<file path="config.mk">
export PLATFORM = sky130hd
export DESIGN_NAME = mem_arbiter
export DESIGN_NICKNAME = d
export VERILOG_FILES = /design/src/rtl/core_pkg.sv /design/src/rtl/rr_arbiter2.sv /design/src/rtl/mem_arbiter.sv
export SDC_FILE = /design/constraint.sdc
export NUM_CORES = 1
export LEC_CHECK = 0
export BUFFER_PORTS_ARGS = -buffer_cell sky130_fd_sc_hd__buf_2
export CAP_MARGIN = 20
export CORE_MARGIN = 1
export CORE_UTILIZATION = 48
export CTS_CLUSTER_DIAMETER = 120
export DETAILED_ROUTE_END_ITERATION = 10
export GPL_TIMING_DRIVEN = 0
export PLACE_DENSITY = 0.84
export SETUP_SLACK_MARGIN = 0.5
export SKIP_CTS_REPAIR_TIMING = 1
export SLEW_MARGIN = 20
export SYNTH_ARGS = -nofsm -noshare
export SYNTH_HDL_FRONTEND = slang
export SYNTH_HIERARCHICAL = 1
export SYNTH_SLANG_ARGS = --single-unit
</file>
<file path="constraint.sdc">
create_clock -name clk_i -period 2.26 [get_ports clk_i]
set_input_delay 0.226 -clock clk_i [delete_from_list [all_inputs] [get_ports clk_i]]
set_output_delay 0.226 -clock clk_i [all_outputs]
set_load 0.01 [all_outputs]
</file>
<file path="src/rtl/core_pkg.sv">
// Shared definitions for the memory-side blocks: arbiter FSM states,
// memory access size encoding and the default BUSY timeout.
package core_pkg;

    typedef enum logic [1:0] {
        ST_IDLE = 2'd0,
        ST_BUSY = 2'd1,
        ST_DONE = 2'd2
    } state_e;

    // Bit 2 marks an unsigned load; bits 1:0 select byte, half or word.
    typedef enum logic [2:0] {
        SIZE_B  = 3'b000,
        SIZE_H  = 3'b001,
        SIZE_W  = 3'b010,
        SIZE_BU = 3'b100,
        SIZE_HU = 3'b101
    } size_e;

    localparam int unsigned TIMEOUT_DEFAULT = 255;

endpackage

</file>
<file path="src/rtl/rr_arbiter2.sv">
// Two-way round-robin arbiter. Bit 0 is fetch and bit 1 is data. The pointer
// moves on every grant so that a tie goes to whoever was not served last.
module rr_arbiter2 (
    input  logic       clk_i,
    input  logic       rst_i,
    input  logic       en_i,
    input  logic [1:0] req_i,
    output logic [1:0] gnt_o
);

    logic prio_data_q;
    logic prio_data_d;

    always_comb begin
        // NOTE: every signal gets a default before any branch; otherwise the
        // paths that skip an assignment infer a latch.
        gnt_o       = 2'b00;
        prio_data_d = prio_data_q;
        if (en_i) begin
            if (req_i[1] && (!req_i[0] || prio_data_q)) begin
                gnt_o = 2'b10;
            end else if (req_i[0]) begin
                gnt_o = 2'b01;
            end
            if (|req_i) begin
                prio_data_d = gnt_o[0];
            end
        end
    end

    // NOTE: sequential state uses non-blocking assignments, so every flop
    // samples its _d value from before the clock edge.
    always_ff @(posedge clk_i) begin
        if (rst_i) begin
            prio_data_q <= 1'b0;
        end else begin
            prio_data_q <= prio_data_d;
        end
    end

endmodule

</file>
<file path="src/rtl/mem_arbiter.sv">
// Arbitrates the fetch and data ports onto one memory port. Only one
// transaction is in flight at a time (IDLE -> BUSY -> DONE), and a wait that
// runs too long completes with an error.
module mem_arbiter
    import core_pkg::*;
#(
    parameter int unsigned TIMEOUT = TIMEOUT_DEFAULT
) (
    input  logic        clk_i,
    input  logic        rst_i,
    input  logic        ireq_i,
    input  logic [31:0] iaddr_i,
    output logic        irdy_o,
    output logic [31:0] idata_o,
    input  logic        dreq_i,
    input  logic        dwe_i,
    input  logic [2:0]  dsize_i,
    input  logic [31:0] daddr_i,
    input  logic [31:0] dwd_i,
    output logic        drdy_o,
    output logic [31:0] drdata_o,
    output logic        err_o,
    output logic        mem_req_o,
    output logic        mem_we_o,
    output logic [2:0]  mem_size_o,
    output logic [31:0] mem_addr_o,
    output logic [31:0] mem_wd_o,
    input  logic [31:0] mem_rd_i,
    input  logic        mem_ready_i
);

    state_e      state_q, state_d;
    logic [7:0]  wait_cnt_q, wait_cnt_d;
    logic        gnt_data_q, gnt_data_d;
    logic        mem_req_q, mem_req_d;
    logic        mem_we_q, mem_we_d;
    logic [2:0]  mem_size_q, mem_size_d;
    logic [31:0] mem_addr_q, mem_addr_d;
    logic [31:0] mem_wd_q, mem_wd_d;
    logic        irdy_q, irdy_d;
    logic        drdy_q, drdy_d;
    logic        err_q, err_d;
    logic [31:0] idata_q, idata_d;
    logic [31:0] drdata_q, drdata_d;
    logic [1:0]  gnt;
    logic        timeout_hit;

    rr_arbiter2 u_rr (
        .clk_i (clk_i),
        .rst_i (rst_i),
        .en_i  (state_q == ST_IDLE),
        .req_i ({dreq_i, ireq_i}),
        .gnt_o (gnt)
    );

    // The current BUSY cycle is number wait_cnt_q + 1.
    assign timeout_hit = ({24'd0, wait_cnt_q} + 32'd1) >= TIMEOUT;

    always_comb begin
        state_d    = state_q;
        wait_cnt_d = wait_cnt_q;
        gnt_data_d = gnt_data_q;
        mem_req_d  = mem_req_q;
        mem_we_d   = mem_we_q;
        mem_size_d = mem_size_q;
        mem_addr_d = mem_addr_q;
        mem_wd_d   = mem_wd_q;
        irdy_d     = 1'b0;
        drdy_d     = 1'b0;
        err_d      = 1'b0;
        idata_d    = idata_q;
        drdata_d   = drdata_q;

        case (state_q)
            ST_IDLE: begin
                if (|gnt) begin
                    state_d    = ST_BUSY;
                    wait_cnt_d = 8'd0;
                    mem_req_d  = 1'b1;
                    gnt_data_d = gnt[1];
                    if (gnt[1]) begin
                        mem_we_d   = dwe_i;
                        mem_size_d = dsize_i;
                        mem_addr_d = daddr_i;
                        mem_wd_d   = dwd_i;
                    end else begin
                        mem_we_d   = 1'b0;
                        mem_size_d = SIZE_W;
                        mem_addr_d = iaddr_i;
                        mem_wd_d   = 32'd0;
                    end
                end
            end
            ST_BUSY: begin
                wait_cnt_d = wait_cnt_q + 8'd1;
                if (mem_ready_i || timeout_hit) begin
                    state_d   = ST_DONE;
                    mem_req_d = 1'b0;
                    irdy_d    = !gnt_data_q;
                    drdy_d    = gnt_data_q;
                    err_d     = !mem_ready_i;
                    // Ready wins over a timeout in the same cycle.
                    if (!gnt_data_q) begin
                        idata_d = mem_ready_i ? mem_rd_i : 32'd0;
                    end else if (!mem_ready_i) begin
                        drdata_d = 32'd0;
                    end else if (!mem_we_q) begin
                        drdata_d = mem_rd_i;
                    end
                end
            end
            ST_DONE: state_d = ST_IDLE;
            default: state_d = ST_IDLE;
        endcase
    end

    always_ff @(posedge clk_i) begin
        if (rst_i) begin
            state_q    <= ST_IDLE;
            wait_cnt_q <= 8'd0;
            gnt_data_q <= 1'b0;
            mem_req_q  <= 1'b0;
            mem_we_q   <= 1'b0;
            mem_size_q <= 3'd0;
            mem_addr_q <= 32'd0;
            mem_wd_q   <= 32'd0;
            irdy_q     <= 1'b0;
            drdy_q     <= 1'b0;
            err_q      <= 1'b0;
            idata_q    <= 32'd0;
            drdata_q   <= 32'd0;
        end else begin
            state_q    <= state_d;
            wait_cnt_q <= wait_cnt_d;
            gnt_data_q <= gnt_data_d;
            mem_req_q  <= mem_req_d;
            mem_we_q   <= mem_we_d;
            mem_size_q <= mem_size_d;
            mem_addr_q <= mem_addr_d;
            mem_wd_q   <= mem_wd_d;
            irdy_q     <= irdy_d;
            drdy_q     <= drdy_d;
            err_q      <= err_d;
            idata_q    <= idata_d;
            drdata_q   <= drdata_d;
        end
    end

    assign irdy_o     = irdy_q;
    assign idata_o    = idata_q;
    assign drdy_o     = drdy_q;
    assign drdata_o   = drdata_q;
    assign err_o      = err_q;
    assign mem_req_o  = mem_req_q;
    assign mem_we_o   = mem_we_q;
    assign mem_size_o = mem_size_q;
    assign mem_addr_o = mem_addr_q;
    assign mem_wd_o   = mem_wd_q;

endmodule

</file>
* Word level (Yosys, flattened, before mapping)
Index checks and enable logic that the tools add are counted.
** Storage, ports and cells
- Word-level logic and storage cells :: 60
- RAM bits :: 0
- Register bits :: 148
- Latch bits :: 0
- Memories :: 0
- Input port bits :: 137
- Memory bits (read-only) :: 0
- Output and inout port bits :: 136
** Cells by class
- Divide/modulo/power cells :: 0
- Reduce and logical (&&, ||, !) cells :: 18
- Mux-type cells :: 18
- Bitwise gates (word level) :: 3
- $add $sub $neg :: 2
- Order comparisons :: 1
- $mul :: 0
- Equal/unequal tests :: 4
- Shifts and indexed selects :: 0
** Operators by type and width (count)
- $mux W32 :: 5
- $pmux W8 S2 :: 1
- $add A8 B1 Y9 const B :: 1
- $ge A9 B8 Y1 const B :: 1
- $add A8 B1 Y8 const B :: 1
- $mux W2 :: 4
- $mux W8 :: 1
- $reduce_and A2 Y1 :: 4
- $ne A2 B2 Y1 const B :: 3
- $reduce_and A3 Y1 :: 2
- $mux W1 :: 4
- $pmux W2 S2 :: 1
- $reduce_and A4 Y1 :: 1
- $reduce_or A2 Y1 :: 2
- $logic_not A1 Y1 :: 3
- $mux W3 :: 1
- $not A1 Y1 :: 3
- $reduce_or A3 Y1 :: 1
- $eq A2 B1 Y1 const B :: 1
- $logic_not A2 Y1 :: 1
- $logic_or A1 B1 Y1 :: 2
- $pmux W1 S2 :: 1
- $reduce_bool A2 Y1 :: 1
- $logic_and A1 B1 Y1 :: 1

* Longest topological paths before layout
- Depth in word-level cells :: 8
- Depth in mapped cells :: 9
- Mapped depth without buffers :: 6

* Hierarchy
Netlist, hierarchy kept.
** By module, submodules not included
- mem_arbiter :: sequential area each 2942.8 µm², times used 1, cells an instance 860, area each 7532.2 µm²
- rr_arbiter2 :: sequential area each 20.0 µm², times used 1, cells an instance 8, area each 55.1 µm²

* Worst setup path before layout
No wires, ideal clock.
- Path kind :: flip-flop to flip-flop
- From :: register state_q[0]
- To :: register mem_addr_q[10], in the netlist mem_addr_o[10]
- Arrival :: 1.810 ns
- Period minus slack after synthesis :: 1.948 ns
- Path slack :: 0.312 ns
- Buffers on the path :: 2
- Library setup time :: 0.138 ns
- Stages on the path, launching flop included :: 8
- Data required time :: 2.122 ns
- Cells stage by stage :: dfxtp_1 nor2_1 nand2_1 a21oi_1 buf_2 clkbuf_1 mux2i_1 a211oi_1
** On the way
- Word-level cells in the longest chain between the ends :: 4
- Elaborated cells on any way between the ends :: 5
- Classes of those cells :: mux: 2; reduce/logical: 3
** Ends and longest elaborated chain
- start: declaration :: RTL line mem_arbiter.sv:32 : state_e state_q, state_d;
- start signal: assignment :: RTL line mem_arbiter.sv:133 : state_q <= state_d;
- $logic_not A2 Y1 * :: RTL line mem_arbiter.sv:51 : .en_i (state_q == ST_IDLE),
- $mux W2 * :: RTL line rr_arbiter2.sv:19 : if (en_i) begin
- via gnt[1] :: RTL line mem_arbiter.sv:45 : logic [1:0] gnt;
- $reduce_or A2 Y1 :: RTL line mem_arbiter.sv:76 : if (|gnt) begin
- $reduce_and A2 Y1 (no line)
- end signal: assignment :: RTL line mem_arbiter.sv:139 : mem_addr_q <= mem_addr_d;
- end: declaration :: RTL line mem_arbiter.sv:38 : logic [31:0] mem_addr_q, mem_addr_d;
The timed path passes the listed nets; every way through them passes the cells marked *.
A chain may end at the register's enable or synchronous reset.

* Worst setup path after layout
- From :: register wait_cnt_q[1]
- To :: register drdata_q[9], in the netlist drdata_o[9]
** On the way
- Word-level cells in the longest chain between the ends :: 4
** Ends and longest elaborated chain
- start: declaration :: RTL line mem_arbiter.sv:33 : logic [7:0] wait_cnt_q, wait_cnt_d;
- start signal: assignment :: RTL line mem_arbiter.sv:134 : wait_cnt_q <= wait_cnt_d;
- $add A8 B1 Y9 :: RTL line mem_arbiter.sv:57 : assign timeout_hit = ({24'd0, wait_cnt_q} + 32'd1) >= TIMEOUT;
- $ge A9 B8 Y1 :: RTL line mem_arbiter.sv:57
- $logic_or A1 B1 Y1 :: RTL line mem_arbiter.sv:96 : if (mem_ready_i || timeout_hit) begin
- $reduce_and A4 Y1 (no line)
- end signal: assignment :: RTL line mem_arbiter.sv:145 : drdata_q <= drdata_d;
- end: declaration :: RTL line mem_arbiter.sv:44 : logic [31:0] drdata_q, drdata_d;
No other way between the ends.

==> results_dict.tcl <==
set metrics [dict create \
    yosysSeqAreaShare 0.3905 \
    start_util 0.4954 \
    crit_fanout 8 \
    final_nets 1340 \
    area_delta_synth_final_pct 42.66 \
    syn-instance-count 868 \
    tightest_slew_ps 608.1 \
    synthDistinctLibCells 51 \
    diodes 0 \
    crit_path_frequent_cell "nor2_4" \
    startpoint_type "register" \
    viasPerCell 5.935 \
    yosys-top-cells-area "dfxtp_1, a31oi_2, nand3_1" \
    end_kind "register" \
    synth.largest_area_cell "dfxtp_1" \
    dpl.hpwl_mm 18.42 \
    drv_slew 0 \
    yosys_warnings 6 \
    gr-total-overflow 0 \
    portBuffers 272 \
    seqCellArea_um2 2978 \
    synth-seq-cells 148 \
    synth_area_um2 7587 \
    critPathRequiredTime_ps 2560 \
    drt_iter0_drc 587 \
    cts_tree "built" \
    maxSlewHeadroom 0.5946 \
    critPathMaxStageDelay_ps 360 \
    wl_per_cell_um 18.50 \
    ir_drop_mv 0.6377 \
    crit_type "reg2reg" \
    htreeDepth 4 \
    drive_gt1_frac 0.4127 \
    status "complete, no violations" \
    final_cells 1425 \
    period_minus_slack_ps 1877 \
    core_region_area_um2 15310 \
    clock_latency_ps 430 \
    synthArstFlopShare 0 \
    dieHeight_um 127.7 \
    dieArea_um2 16310 \
    ant_nets 0 \
    syn_avg_cell_area_um2 8.741 \
    final-setup-viol-count 0 \
    synth.net_count 1007 \
    fmax_ghz 0.5328 \
    root_buffer "clkbuf_16" \
    maxCapViolCount 0 \
    ios 273 \
    tns_ps 0 \
    power.total_mw 10.29 \
    grt_use_total 0.2867 \
    synth_edf_count 0 \
    slowest_stage "dfxtp_4" \
    synth.top_cell.area_share 0.3905 \
    synth.cells.most_frequent "dfxtp_1, nor2_1, nand3_1, clkbuf_1, nand2_1" \
    wl_mm 26.36 \
    antenna_found_initial 1 \
    drt-pass1-iter-count 5 \
    synthFlopType "dfxtp_1" \
    die_w_um 127.7 \
    multi_input_area_um2 4479 \
    finalHoldViolations 0 \
    worstPathArrival_ps 2180 \
    cts_buffer_depth 2 \
    placed_cell_area_um2 9245 \
    rsz0062_at_grt "yes" \
    path_clk_slew_ps 70 \
    crit_chain "buf_6 > ha_4 > nor2_4 > o2111ai_4 > nor2_4 > buf_12 > clkbuf_16 > a31oi_2" \
    clock-sinks 148 \
    hp-class "in2reg" \
    drc 0 \
    grt_pass1_wl_mm 36.80 \
    routed-via-count 8458 \
    skew_ps 10.19 \
    grt_max_degree 17 \
    fill_cells 1187 \
    rows 45 \
    place.gp.congestion 0.8668 \
    period_share 0.8305 \
    cts_made_buffers 17 \
    power_density_nw_per_um2 950.8 \
    leakagePower_nw 4.459 \
    design_area_um2 10820 \
    yosysMostFrequentCell "dfxtp_1" \
    grt_pass1_vias 7281 \
    dp_cells 1351 \
]
metal layers:
metal / vias up / wire length, um / track usage
li1: 3966 / - / -
met5: - / 8 / 0
met4: 2 / 794 / 0.1031
met1: 3984 / 10110 / 0.3297
met3: 61 / 2047 / 0.06928
met2: 445 / 13390 / 0.5153
kinds of logic after synthesis:
family / count (synthesis) / share of synthesized area
AOI/OAI and AO/OA: 335 / 0.3456
and+or+nand+nor: 245 / 0.1547
DFF: 148 / 0.3905
buffers and inverters: 106 / 0.06366
muxes: 32 / 0.04222
adders and majority gates: 2 / 0.003298
worst max-delay path, delay by kind of cell, from the launching register on:
kind | cells | cell delay, ps
buffers and inverters | 3 | 460
DFF | 1 | 360
and+or+nand+nor | 2 | 370
adders and majority gates | 1 | 240
AOI/OAI and AO/OA | 2 | 310
report_power, final:
part / total [mW] / internal (mW) / switching (mW)
sequential: 3.65 / 3.17 / 0.482
clock: 2.72 / 1.45 / 1.27
combinational: 3.92 / 1.78 / 2.14
layout by cell type (no fill, tap or decap), drive strengths merged, types with 2 or more instances in the layout:
cell type	count
buf	365
dfxtp	148
nor2	80
a31oi	68
nand3	66
clkbuf	66
nand2	41
o21ai	41
and2	36
a22oi	35
a21o	34
o211ai	33
o2111ai	33
a211oi	33
a211o	32
mux2i	32
a21oi	16
inv	15
nor3	5
a31o	3
clkinv	3
or3	2
or4	2
nand4	2
ha	2
clkinvlp	2
and3	2
o221ai	2
worst paths after layout:
check | from | end | slack, ps | cells after the start
worst max-delay path | wait_cnt_q[1] | drdata_o[9] | 380 | 8
worst min-delay path | dwd_i[14] | mem_wd_o[14] | 20 | 3
worst max register to register | wait_cnt_q[1] | drdata_o[9] | 380 | 8
worst min register to register | mem_addr_o[30] | mem_addr_o[30] | 500 | 2
through the flow:
step | util | setup slack [ps] | hold slack [ps]
finish | 0.7068 | 383.1 | 24.53
global placement | 0.6037 | 128.3 | 455.6
CTS | 0.6403 | 60.53 | 15.93
floorplan | - | 503.3 | 304.0
detailed placement | 0.6037 | 99.01 | 468.3
global route | 0.7068 | 348.0 | 28.23
flip-flops by register name, indices dropped and copies added, names as in the netlist, 2 cells and up:
| name | count |
|---|---|
| mem_wd_o | 32 |
| idata_o | 32 |
| state_q | 2 |
| wait_cnt_q | 8 |
| drdata_o | 32 |
| mem_addr_o | 32 |
| mem_size_o | 3 |
area by class of cell:
type,count,share of cell area
clock inverters,15,0.01248
inverters,5,0.001734
well taps,211,0.02439
plain buffers,101,0.06624
repair buffers,313,0.1669
flip-flops and latches,148,0.2751
clock buffers,17,0.03930
multi-input cells,615,0.4138
Note: power is estimated with default switching activity, not from simulation.
